### src/rtl/iob_master_pkg.sv
// iob_master_pkg: state encoding, parameter defaults and counter widths shared by the IOB master.
package iob_master_pkg;
    typedef enum logic [2:0] {IDLE, AS, DS, VPAW, TERM, RECOV} state_e;
    localparam int IOB_DIV_DEF   = 2;
    localparam int VPA_STEPS_DEF = 10;
    localparam int TIMEOUT_DEF   = 255;
    localparam int DIV_W = 4;
    localparam int VPA_W = 8;
    localparam int TO_W  = 8;
endpackage

### src/rtl/iob_master_if.sv
// iob_master_if: FSB request/response and IOB strobe/termination signals of the IOB master.
interface iob_master_if;
    logic BACT, IOCS, IOPWCS, nWE, nUDS, nLDS;
    logic IOReady, IOBERR, PWErr, IOBusy;
    logic nAS_IOB, nUDS_IOB, nLDS_IOB, nWE_IOB;
    logic nDTACK_IOB, nVPA_IOB, nBERR_IOB;
    logic nADoutLE, nDoutOE, nDinLE;
    modport master (
        input  BACT, IOCS, IOPWCS, nWE, nUDS, nLDS, nDTACK_IOB, nVPA_IOB, nBERR_IOB,
        output IOReady, IOBERR, PWErr, IOBusy, nAS_IOB, nUDS_IOB, nLDS_IOB, nWE_IOB,
               nADoutLE, nDoutOE, nDinLE
    );
    modport slave (
        output BACT, IOCS, IOPWCS, nWE, nUDS, nLDS, nDTACK_IOB, nVPA_IOB, nBERR_IOB,
        input  IOReady, IOBERR, PWErr, IOBusy, nAS_IOB, nUDS_IOB, nLDS_IOB, nWE_IOB,
               nADoutLE, nDoutOE, nDinLE
    );
endinterface

### src/rtl/iob_steptimer.sv
// iob_steptimer: one-CLK step strobe every IOB_DIV CLKs, realigned whenever restart_i is high.
module iob_steptimer
    import iob_master_pkg::*;
#(
    parameter int IOB_DIV = IOB_DIV_DEF
) (
    input  logic CLK,
    input  logic nRES,
    input  logic restart_i,
    output logic step_o
);
    localparam logic [DIV_W-1:0] LOAD = DIV_W'(IOB_DIV - 1);
    logic [DIV_W-1:0] cnt_q, cnt_d;
    assign step_o = cnt_q == '0;
    assign cnt_d  = (restart_i || step_o) ? LOAD : cnt_q - DIV_W'(1);
    always_ff @(posedge CLK or negedge nRES)
        if (!nRES) cnt_q <= LOAD;
        else cnt_q <= cnt_d;
endmodule

### src/rtl/iob_master.sv
// iob_master: runs one 68000-style AS/DS/DTACK cycle on the IOB per FSB request;
// posted writes are acknowledged after address latch and completed in the background.
module iob_master
    import iob_master_pkg::*;
#(
    parameter int IOB_DIV   = IOB_DIV_DEF,
    parameter int VPA_STEPS = VPA_STEPS_DEF,
    parameter int TIMEOUT   = TIMEOUT_DEF
) (
    input logic CLK,
    input logic nRES,
    iob_master_if.master bus
);
    state_e state_q, state_d;
    logic step, req, start, act, dsa, term_err, rdy_set, err_set;
    logic lat_q, we_q, uds_q, lds_q, pw_q, err_q, abort_q, term_q;
    logic dtack_q, vpa_q, berr_q;
    logic nas_q, nuds_q, nlds_q, nwe_q, ndoe_q, ndin_q;
    logic ioready_q, ioberr_q, pwerr_q;
    logic [TO_W-1:0] to_q;
    logic [VPA_W-1:0] vc_q;

    iob_steptimer #(.IOB_DIV(IOB_DIV)) u_step (
        .CLK,
        .nRES,
        .restart_i(state_d != state_q),
        .step_o(step)
    );

    assign req     = bus.BACT & bus.IOCS & ~(ioready_q | ioberr_q);
    assign start   = (state_q == IDLE) & ~lat_q & req;
    assign act     = state_q inside {AS, DS, VPAW, TERM};
    assign dsa     = state_q inside {DS, VPAW, TERM};
    assign rdy_set = (lat_q & pw_q) | (term_q & ~pw_q & ~err_q & ~abort_q);
    assign err_set = term_q & ~pw_q & err_q & ~abort_q;

    always_ff @(posedge CLK or negedge nRES)
        if (!nRES) state_q <= IDLE;
        else state_q <= state_d;

    always_comb begin
        state_d  = state_q;
        term_err = 1'b0;
        unique case (state_q)
            IDLE:  state_d = lat_q ? AS : IDLE;
            AS:    state_d = step ? DS : AS;
            DS: begin
                term_err = ~berr_q | (to_q == TO_W'(TIMEOUT - 1));
                state_d  = (term_err | ~dtack_q) ? TERM : ~vpa_q ? VPAW : DS;
            end
            VPAW: begin
                term_err = ~berr_q;
                state_d  = (term_err | (step & (vc_q == VPA_W'(VPA_STEPS - 1)))) ? TERM : VPAW;
            end
            TERM:  state_d = RECOV;
            RECOV: state_d = step ? IDLE : RECOV;
            default: state_d = IDLE;
        endcase
    end

    // IOB strobes are registered from the current state, so pins trail the FSM by one CLK
    always_ff @(posedge CLK or negedge nRES)
        if (!nRES) begin
            {dtack_q, vpa_q, berr_q} <= 3'b111;
            {lat_q, we_q, uds_q, lds_q, pw_q, err_q, abort_q, term_q} <= 8'b0111_0000;
            {nas_q, nuds_q, nlds_q, nwe_q, ndoe_q, ndin_q} <= 6'b11_1111;
            {ioready_q, ioberr_q, pwerr_q} <= 3'b000;
            to_q <= '0;
            vc_q <= '0;
        end else begin
            {dtack_q, vpa_q, berr_q} <= {bus.nDTACK_IOB, bus.nVPA_IOB, bus.nBERR_IOB};
            lat_q <= start;
            if (start) {we_q, uds_q, lds_q, pw_q} <= {bus.nWE, bus.nUDS, bus.nLDS, bus.IOPWCS & ~bus.nWE};
            err_q   <= ~start & (err_q | term_err);
            abort_q <= ~start & (abort_q | (~bus.BACT & (lat_q | (state_q != IDLE))));
            term_q  <= state_q == TERM;
            to_q <= (state_q == DS) ? to_q + TO_W'(~&to_q) : '0;
            vc_q <= (state_q == VPAW) ? vc_q + VPA_W'(step) : '0;
            nas_q  <= ~act;
            nwe_q  <= ~act | we_q;
            ndoe_q <= ~act | we_q;
            nuds_q <= ~dsa | uds_q;
            nlds_q <= ~dsa | lds_q;
            ndin_q <= ~((state_q == TERM) & we_q);
            ioready_q <= bus.BACT & (ioready_q | rdy_set);
            ioberr_q  <= bus.BACT & (ioberr_q | err_set);
            pwerr_q   <= pwerr_q | (term_q & pw_q & err_q);
        end

    assign bus.IOReady  = ioready_q;
    assign bus.IOBERR   = ioberr_q;
    assign bus.PWErr    = pwerr_q;
    assign bus.IOBusy   = state_q != IDLE;
    assign bus.nAS_IOB  = nas_q;
    assign bus.nUDS_IOB = nuds_q;
    assign bus.nLDS_IOB = nlds_q;
    assign bus.nWE_IOB  = nwe_q;
    assign bus.nDoutOE  = ndoe_q;
    assign bus.nDinLE   = ndin_q;
    assign bus.nADoutLE = ~lat_q;
endmodule

### src/flat_wrapper.sv
// flat-port wrapper written by rule: the top's interface ports become plain ports
module iob_master_flat import iob_master_pkg::*;
#(
    parameter int IOB_DIV   = IOB_DIV_DEF,
    parameter int VPA_STEPS = VPA_STEPS_DEF,
    parameter int TIMEOUT   = TIMEOUT_DEF
)
  (CLK, nRES, bus_BACT, bus_IOCS, bus_IOPWCS, bus_nWE, bus_nUDS, bus_nLDS, bus_nDTACK_IOB, bus_nVPA_IOB, bus_nBERR_IOB, bus_IOReady, bus_IOBERR, bus_PWErr, bus_IOBusy, bus_nAS_IOB, bus_nUDS_IOB, bus_nLDS_IOB, bus_nWE_IOB, bus_nADoutLE, bus_nDoutOE, bus_nDinLE);
  iob_master_if bus_i ();
  input logic CLK;
  input logic nRES;
  input wire logic [$bits(bus_i.BACT)-1:0] bus_BACT;
  input wire logic [$bits(bus_i.IOCS)-1:0] bus_IOCS;
  input wire logic [$bits(bus_i.IOPWCS)-1:0] bus_IOPWCS;
  input wire logic [$bits(bus_i.nWE)-1:0] bus_nWE;
  input wire logic [$bits(bus_i.nUDS)-1:0] bus_nUDS;
  input wire logic [$bits(bus_i.nLDS)-1:0] bus_nLDS;
  input wire logic [$bits(bus_i.nDTACK_IOB)-1:0] bus_nDTACK_IOB;
  input wire logic [$bits(bus_i.nVPA_IOB)-1:0] bus_nVPA_IOB;
  input wire logic [$bits(bus_i.nBERR_IOB)-1:0] bus_nBERR_IOB;
  output wire logic [$bits(bus_i.IOReady)-1:0] bus_IOReady;
  output wire logic [$bits(bus_i.IOBERR)-1:0] bus_IOBERR;
  output wire logic [$bits(bus_i.PWErr)-1:0] bus_PWErr;
  output wire logic [$bits(bus_i.IOBusy)-1:0] bus_IOBusy;
  output wire logic [$bits(bus_i.nAS_IOB)-1:0] bus_nAS_IOB;
  output wire logic [$bits(bus_i.nUDS_IOB)-1:0] bus_nUDS_IOB;
  output wire logic [$bits(bus_i.nLDS_IOB)-1:0] bus_nLDS_IOB;
  output wire logic [$bits(bus_i.nWE_IOB)-1:0] bus_nWE_IOB;
  output wire logic [$bits(bus_i.nADoutLE)-1:0] bus_nADoutLE;
  output wire logic [$bits(bus_i.nDoutOE)-1:0] bus_nDoutOE;
  output wire logic [$bits(bus_i.nDinLE)-1:0] bus_nDinLE;
  assign bus_i.BACT = bus_BACT;
  assign bus_i.IOCS = bus_IOCS;
  assign bus_i.IOPWCS = bus_IOPWCS;
  assign bus_i.nWE = bus_nWE;
  assign bus_i.nUDS = bus_nUDS;
  assign bus_i.nLDS = bus_nLDS;
  assign bus_i.nDTACK_IOB = bus_nDTACK_IOB;
  assign bus_i.nVPA_IOB = bus_nVPA_IOB;
  assign bus_i.nBERR_IOB = bus_nBERR_IOB;
  assign bus_IOReady = bus_i.IOReady;
  assign bus_IOBERR = bus_i.IOBERR;
  assign bus_PWErr = bus_i.PWErr;
  assign bus_IOBusy = bus_i.IOBusy;
  assign bus_nAS_IOB = bus_i.nAS_IOB;
  assign bus_nUDS_IOB = bus_i.nUDS_IOB;
  assign bus_nLDS_IOB = bus_i.nLDS_IOB;
  assign bus_nWE_IOB = bus_i.nWE_IOB;
  assign bus_nADoutLE = bus_i.nADoutLE;
  assign bus_nDoutOE = bus_i.nDoutOE;
  assign bus_nDinLE = bus_i.nDinLE;
  iob_master #(.IOB_DIV(IOB_DIV), .VPA_STEPS(VPA_STEPS), .TIMEOUT(TIMEOUT)) u_core (.CLK(CLK), .nRES(nRES), .bus(bus_i));
endmodule
### config.mk
export PLATFORM = sky130hd
export DESIGN_NAME = iob_master_flat
export DESIGN_NICKNAME = d
export VERILOG_FILES = /design/src/rtl/iob_master_pkg.sv /design/src/rtl/iob_master_if.sv /design/src/rtl/iob_steptimer.sv /design/src/rtl/iob_master.sv /design/src/flat_wrapper.sv
export SDC_FILE = /design/constraint.sdc
export NUM_CORES = 1
export LEC_CHECK = 0
export CAP_MARGIN = 5
export CORE_AREA = 2 2 78 80
export CTS_CLUSTER_SIZE = 28
export DETAILED_ROUTE_END_ITERATION = 10
export DIE_AREA = 0 0 80 82
export DONT_BUFFER_PORTS = 1
export GPL_ROUTABILITY_DRIVEN = 0
export PLACE_DENSITY_LB_ADDON = 0.12
export SETUP_SLACK_MARGIN = 0.2
export SYNTH_ARGS = -nofsm -noshare
export SYNTH_HDL_FRONTEND = slang
export SYNTH_SLANG_ARGS = --single-unit
### constraint.sdc
create_clock -name CLK -period 2.2 [get_ports CLK]
set_input_delay 0.66 -clock CLK [delete_from_list [all_inputs] [get_ports CLK]]
set_output_delay 0.66 -clock CLK [all_outputs]
set_load 0.05 [all_outputs]
# [Yosys cells after proc, flatten, opt, wreduce, memory -nomap -nowiden]
# Index checks and enable logic that the tools add are counted.
[word_totals] register_bits=42 out_inout_bits=11 wordCells=100
[op_classes] addsub=3 eq_ne=8 n_mux=11 bitwise_logic=47 reduce_logical=8
[op_table] cell="1-bit bitwise AND" n=20
[op_table] cell="3-bit one-hot mux with 6 select lines" n=1
[op_table] cell="8-bit by 1-bit adder with 8-bit output" n=2
[op_table] cell="8-bit two-way mux" n=2
[op_table] cell="1-bit bitwise OR" n=14
[op_table] cell="1-bit inverter" n=13
[op_table] cell="3-bit two-way mux" n=3
[op_table] cell="8-bit by 4-bit equality test with 1-bit output (second input constant)" n=1
[op_table] cell="8-bit equality test (second input constant)" n=1
[op_table] cell="8-bit AND reduction" n=1
[op_table] cell="3-bit by 2-bit equality test with 1-bit output (second input constant)" n=2
[op_table] cell="3-bit equality test (second input constant)" n=2
[op_table] cell="3-bit nonzero test" n=2
[op_table] cell="4-bit logical NOT" n=1
[op_table] cell="4-bit two-way mux" n=1
[op_table] cell="4-bit nonzero test" n=1
[op_table] cell="4-bit by 1-bit subtractor with 4-bit output (second input constant)" n=1
[op_table] cell="3-bit by 1-bit equality test with 1-bit output (second input constant)" n=1
[op_table] cell="3-bit logical NOT" n=1
[op_table] cell="3-bit != test" n=1
[op_table] cell="1-bit two-way mux" n=2
[op_table] cell="2-bit two-way mux" n=1
[op_table] cell="1-bit one-hot mux with 2 select lines" n=1
[op_table] cell="1-bit logical NOT" n=1
[op_table] cell="1-bit logical OR" n=1

# [Logic depth before layout (Yosys ltp)]
[logic_depth] word_depth=8 depth_mapped=10 depth_no_buf=10

# [Cells and area by module]
# Synthesis repeated with hierarchy kept, for this count alone.
[hier_totals] cells_unflattened=168 area_unflattened_um2=1905.6
[by_module_without_submodules] module="iob_master" instances=1 cells_per_inst=151 area_each_um2=1707.9
[by_module_without_submodules] module="iob_steptimer" instances=1 cells_per_inst=17 area_each_um2=197.7

# [Least setup slack after synthesis]
# Ideal clock, no wire load.
[synth_path] path_type="reg2reg" startpoint="reg u_core.u_step.cnt_q[0]" endpoint="reg u_core.vc_q[6]" arrival_time_ns=1.968 required_time_ns=2.077 slack_ns=0.110 stages_incl_launch_ff=11 n_path_buf=0 cell_sequence="dfstp_2 inv_1 ha_1 or3b_4 clkinv_1 ha_1 ha_1 and3_1 nand3_1 xor2_1 nor2_1"
[synth_via] elab_chain_cells=3
[synth_rtl] item="start: declaration" line="iob_steptimer.sv:13" text="logic [DIV_W-1:0] cnt_q, cnt_d;"
[synth_rtl] item="start signal: assignment" line="iob_steptimer.sv:18" text="else cnt_q <= cnt_d;"
[synth_rtl] item="4-bit logical NOT" line="iob_steptimer.sv:14" text="assign step_o = cnt_q == '0;"
[synth_rtl] item="8-bit by 1-bit adder with 8-bit output" line="iob_master.sv:78" text="vc_q <= (state_q == VPAW) ? vc_q + VPA_W'(step) : '0;"
[synth_rtl] item="8-bit two-way mux" line="iob_master.sv:78"
[synth_rtl] item="end signal: assignment" line="iob_master.sv:78"
[synth_rtl] item="end: declaration" line="iob_master.sv:21" text="logic [VPA_W-1:0] vc_q;"
# Every way passes these cells.
# A chain may end at the register's enable or synchronous reset.

# [Final worst setup path]
[layout_path] startpoint="reg u_core.u_step.cnt_q[1]" endpoint="reg u_core.vc_q[6]"
# Same word-level chain as after synthesis.

==> impl_metrics.ini <==
[synthesis]
synth_edf_count = 0
syn_nets = 187
synth_ff_type = dfrtp_1
synth_cell_types = 45
syn-cell-area_um2 = 1950
async_flop_share = 1.00
yosysWarnings = 0
syn_area_per_cell_um2 = 11.4
synth_cells = 171
ys_seq_area_frac = 0.548
ys_seq_elements = 42

[global_routing]
grt_max_degree = 43
track_usage = 0.130
grt_first_pass_wirelength_mm = 6.55
grt_overflow = 0
grt_pass1_vias = 1375
antenna_found_initial = 0

[sta]
setup_violations = 0
grt_setup_unrepaired = true
worst_slew_pin_slew_ns = 0.522
post-route-min-period_ns = 1.96
skew_ns = 0.00859
setup_ws_ns = 0.240
whs_ns = 0.0518
fin_tns_setup_ns = 0
fmax_mhz = 510
slew_viol_final = 0
finalCritPeriodShare = 0.891
hold_viol_final = 0
timing.slew.headroom = 0.649

[routing]
via_per_inst = 5.05
ant_nets = 0
drt_first_pass_iters = 4
route.detailed.drc = 0
drtIter0Drc = 107
wl_per_cell_um = 14.5
wl_mm = 3.71
num_vias = 1294

[flow_run]
cap_violations = 0

[cells_and_area]
finalNetCount = 196
drive_gt1_frac = 0.287
regArea_um2 = 1070
multi_input_area_um2 = 875
fillCellCount = 579
finish.instance_area_um2 = 2200
area_growth_pct = 12.8
antenna_cells = 0

[clock_tree]
cts_buffer_depth = 2
htree_levels = 2
clockRootBuffer = clkbuf_8
clkSlewWorstSetupHoldPaths_ns = 0.08
cts_tree = yes
insertion_delay_ns = 0.29
cts_sinks = 42
cts_buffers = 5

[setup_path]
r2r-start = u_core.u_step.cnt_q[1]$_DFF_PN0_
worstPathCellList = inv_2 > ha_4 > or3b_4 > inv_4 > ha_4 > ha_4 > and3_4 > nand3_2 > xor2_1 > nor2_1
cp_max_fo = 4
startpoint_type = flop
endpoint = u_core.vc_q[6]$_DFF_PN0_
slowest_stage = or3b_4
path_common_cell = ha_4
criticalPathCategory = reg2reg
worstRegToRegCells = 10
r2r-end = u_core.vc_q[6]$_DFF_PN0_
startpoint = u_core.u_step.cnt_q[1]$_DFF_PN0_
slowest_delay_ns = 0.40
rrSetupSlack_ns = 0.24
arrival_ns = 2.18
crit_required_ns = 2.42
endpoint_kind = flop

[placement]
place_area_um2 = 2040
place_ws_ns = 0.104
hpwl_mm = 2.58
port_buffers = 0

[die]
fp.coreArea_um2 = 5750
start_util = 0.339
die_h_um = 82
fp-row-count = 28
dieWidth_um = 80
die_area_um2 = 6560
pin_count = 22

[worst_hold_path]
hp-class = in2async

[status]
status = completed

[power_and_ir_drop]
p_leak_nw = 0.933
ir_drop_v = 0.000718
power_density_nw_per_um2 = 1220
[worst min path at each step]
| stage | from | end | slack (ns) | cells after the start |
|---|---|---|---|---|
| detailed placement | nRES | u_core.to_q[3]$_DFF_PN0_ | 0.37 | 0 |
| CTS | nRES | u_core.vc_q[3]$_DFF_PN0_ | 0.03 | 0 |
| global route | nRES | u_core.vc_q[3]$_DFF_PN0_ | 0.02 | 0 |
| global placement | nRES | u_core.to_q[4]$_DFF_PN0_ | 0.37 | 0 |
| floorplan | nRES | u_core.abort_q$_DFF_PN0_ | 0.36 | 0 |
| finish | nRES | u_core.vc_q[2]$_DFF_PN0_ | 0.05 | 0 |
[per-stage QoR]
step	utilization	total power, mW	instances
floorplan	-	1.97	171
finish	0.382	2.67	256
detailed placement	0.356	2.13	245
CTS	0.375	2.65	254
global route	0.382	2.86	256
global placement	0.356	2.11	245
[worst max-delay path, delay by kind of cell, from the launching register on]
family | cells | cell delay, ns
xor gates and xnor gates | 1 | 0.15
buffers and inverters | 2 | 0.16
DFF | 1 | 0.39
adders and majority gates | 3 | 0.41
and+or+nand+nor | 4 | 0.78
[cell families (layout without fill, tap and decap cells)]
kind of cell / after synthesis / count (layout) / share of synthesized area
compound gates: 21 / 21 / 0.0803
xor+xnor: 14 / 14 / 0.0630
fa+ha+maj: 5 / 5 / 0.0321
buf+inv: 11 / 21 / 0.0289
flops: 42 / 42 / 0.548
mux: 3 / 3 / 0.0231
simple gates: 75 / 75 / 0.225
[registers in the layout, indices dropped and copies added, names as in the netlist, 3 cells and up]
register	count
u_core.to_q	8
u_core.vc_q	8
u_core.u_step.cnt_q	4
u_core.state_q	3
[area by class of cell]
type,instances,share of cell area
flip-flops and latches,42,0.486
repair buffers,6,0.0205
well taps,75,0.0427
clock buffers,6,0.0330
clock inverters,2,0.00627
multi-input cells,118,0.398
inverters,7,0.0131
[routing by layer]
metal  vias to the layer above  routed length, um  GRT usage
met5                         -                  0          0
met4                         0                 72     0.0542
met3                         7                149     0.0429
met2                        20               1720      0.207
met1                       649               1770      0.162
li1                        618                  -          -
[Yosys cell counts, types with 5 or more instances]
| cell type | number | area, um2 |
|---|---|---|
| inv_1 | 6 | 22.5 |
| a21oi_1 | 5 | 25.0 |
| nor2_1 | 20 | 75.1 |
| dfstp_2 | 12 | 315 |
| nand2_1 | 11 | 41.3 |
| ha_1 | 5 | 62.6 |
| and3_1 | 8 | 50.1 |
| nand3_1 | 7 | 35.0 |
| xor2_1 | 9 | 78.8 |
| dfrtp_1 | 30 | 751 |
| xnor2_1 | 5 | 43.8 |
| nor3_1 | 7 | 35.0 |
| o21ai_0 | 5 | 25.0 |
[cells in the final DEF (no fill, tap or decap), types with 2 or more instances in the layout]
| cell | netlist | routed |
|---|---|---|
| a21oi_1 | 5 | 5 |
| and3_1 | 8 | 7 |
| buf_4 | 2 | 6 |
| clkbuf_8 | 0 | 5 |
| dfrtp_1 | 30 | 29 |
| dfstp_2 | 12 | 12 |
| ha_1 | 5 | 2 |
| ha_4 | 0 | 3 |
| inv_1 | 6 | 4 |
| inv_2 | 0 | 2 |
| mux2_4 | 3 | 3 |
| nand2_1 | 11 | 11 |
| nand2b_1 | 3 | 3 |
| nand3_1 | 7 | 6 |
| nand4_1 | 3 | 3 |
| nor2_1 | 20 | 19 |
| nor3_1 | 7 | 7 |
| o21ai_0 | 5 | 5 |
| or2_2 | 3 | 3 |
| xnor2_1 | 5 | 5 |
| xor2_1 | 9 | 9 |
[timing repair]
item / in CTS / in global routing
buffers inserted: 1 / 2
resized for setup: 3 / 7
endpoints found under the setup margin: 3 / 4
hold buffers: 0 / 0
pin swaps: 0 / 2
[power by group]
part           internal, mW  switching, mW
registers              1.01          0.377
logic                 0.373          0.420
clock network         0.224          0.260
(Power assumes the default switching activity.)
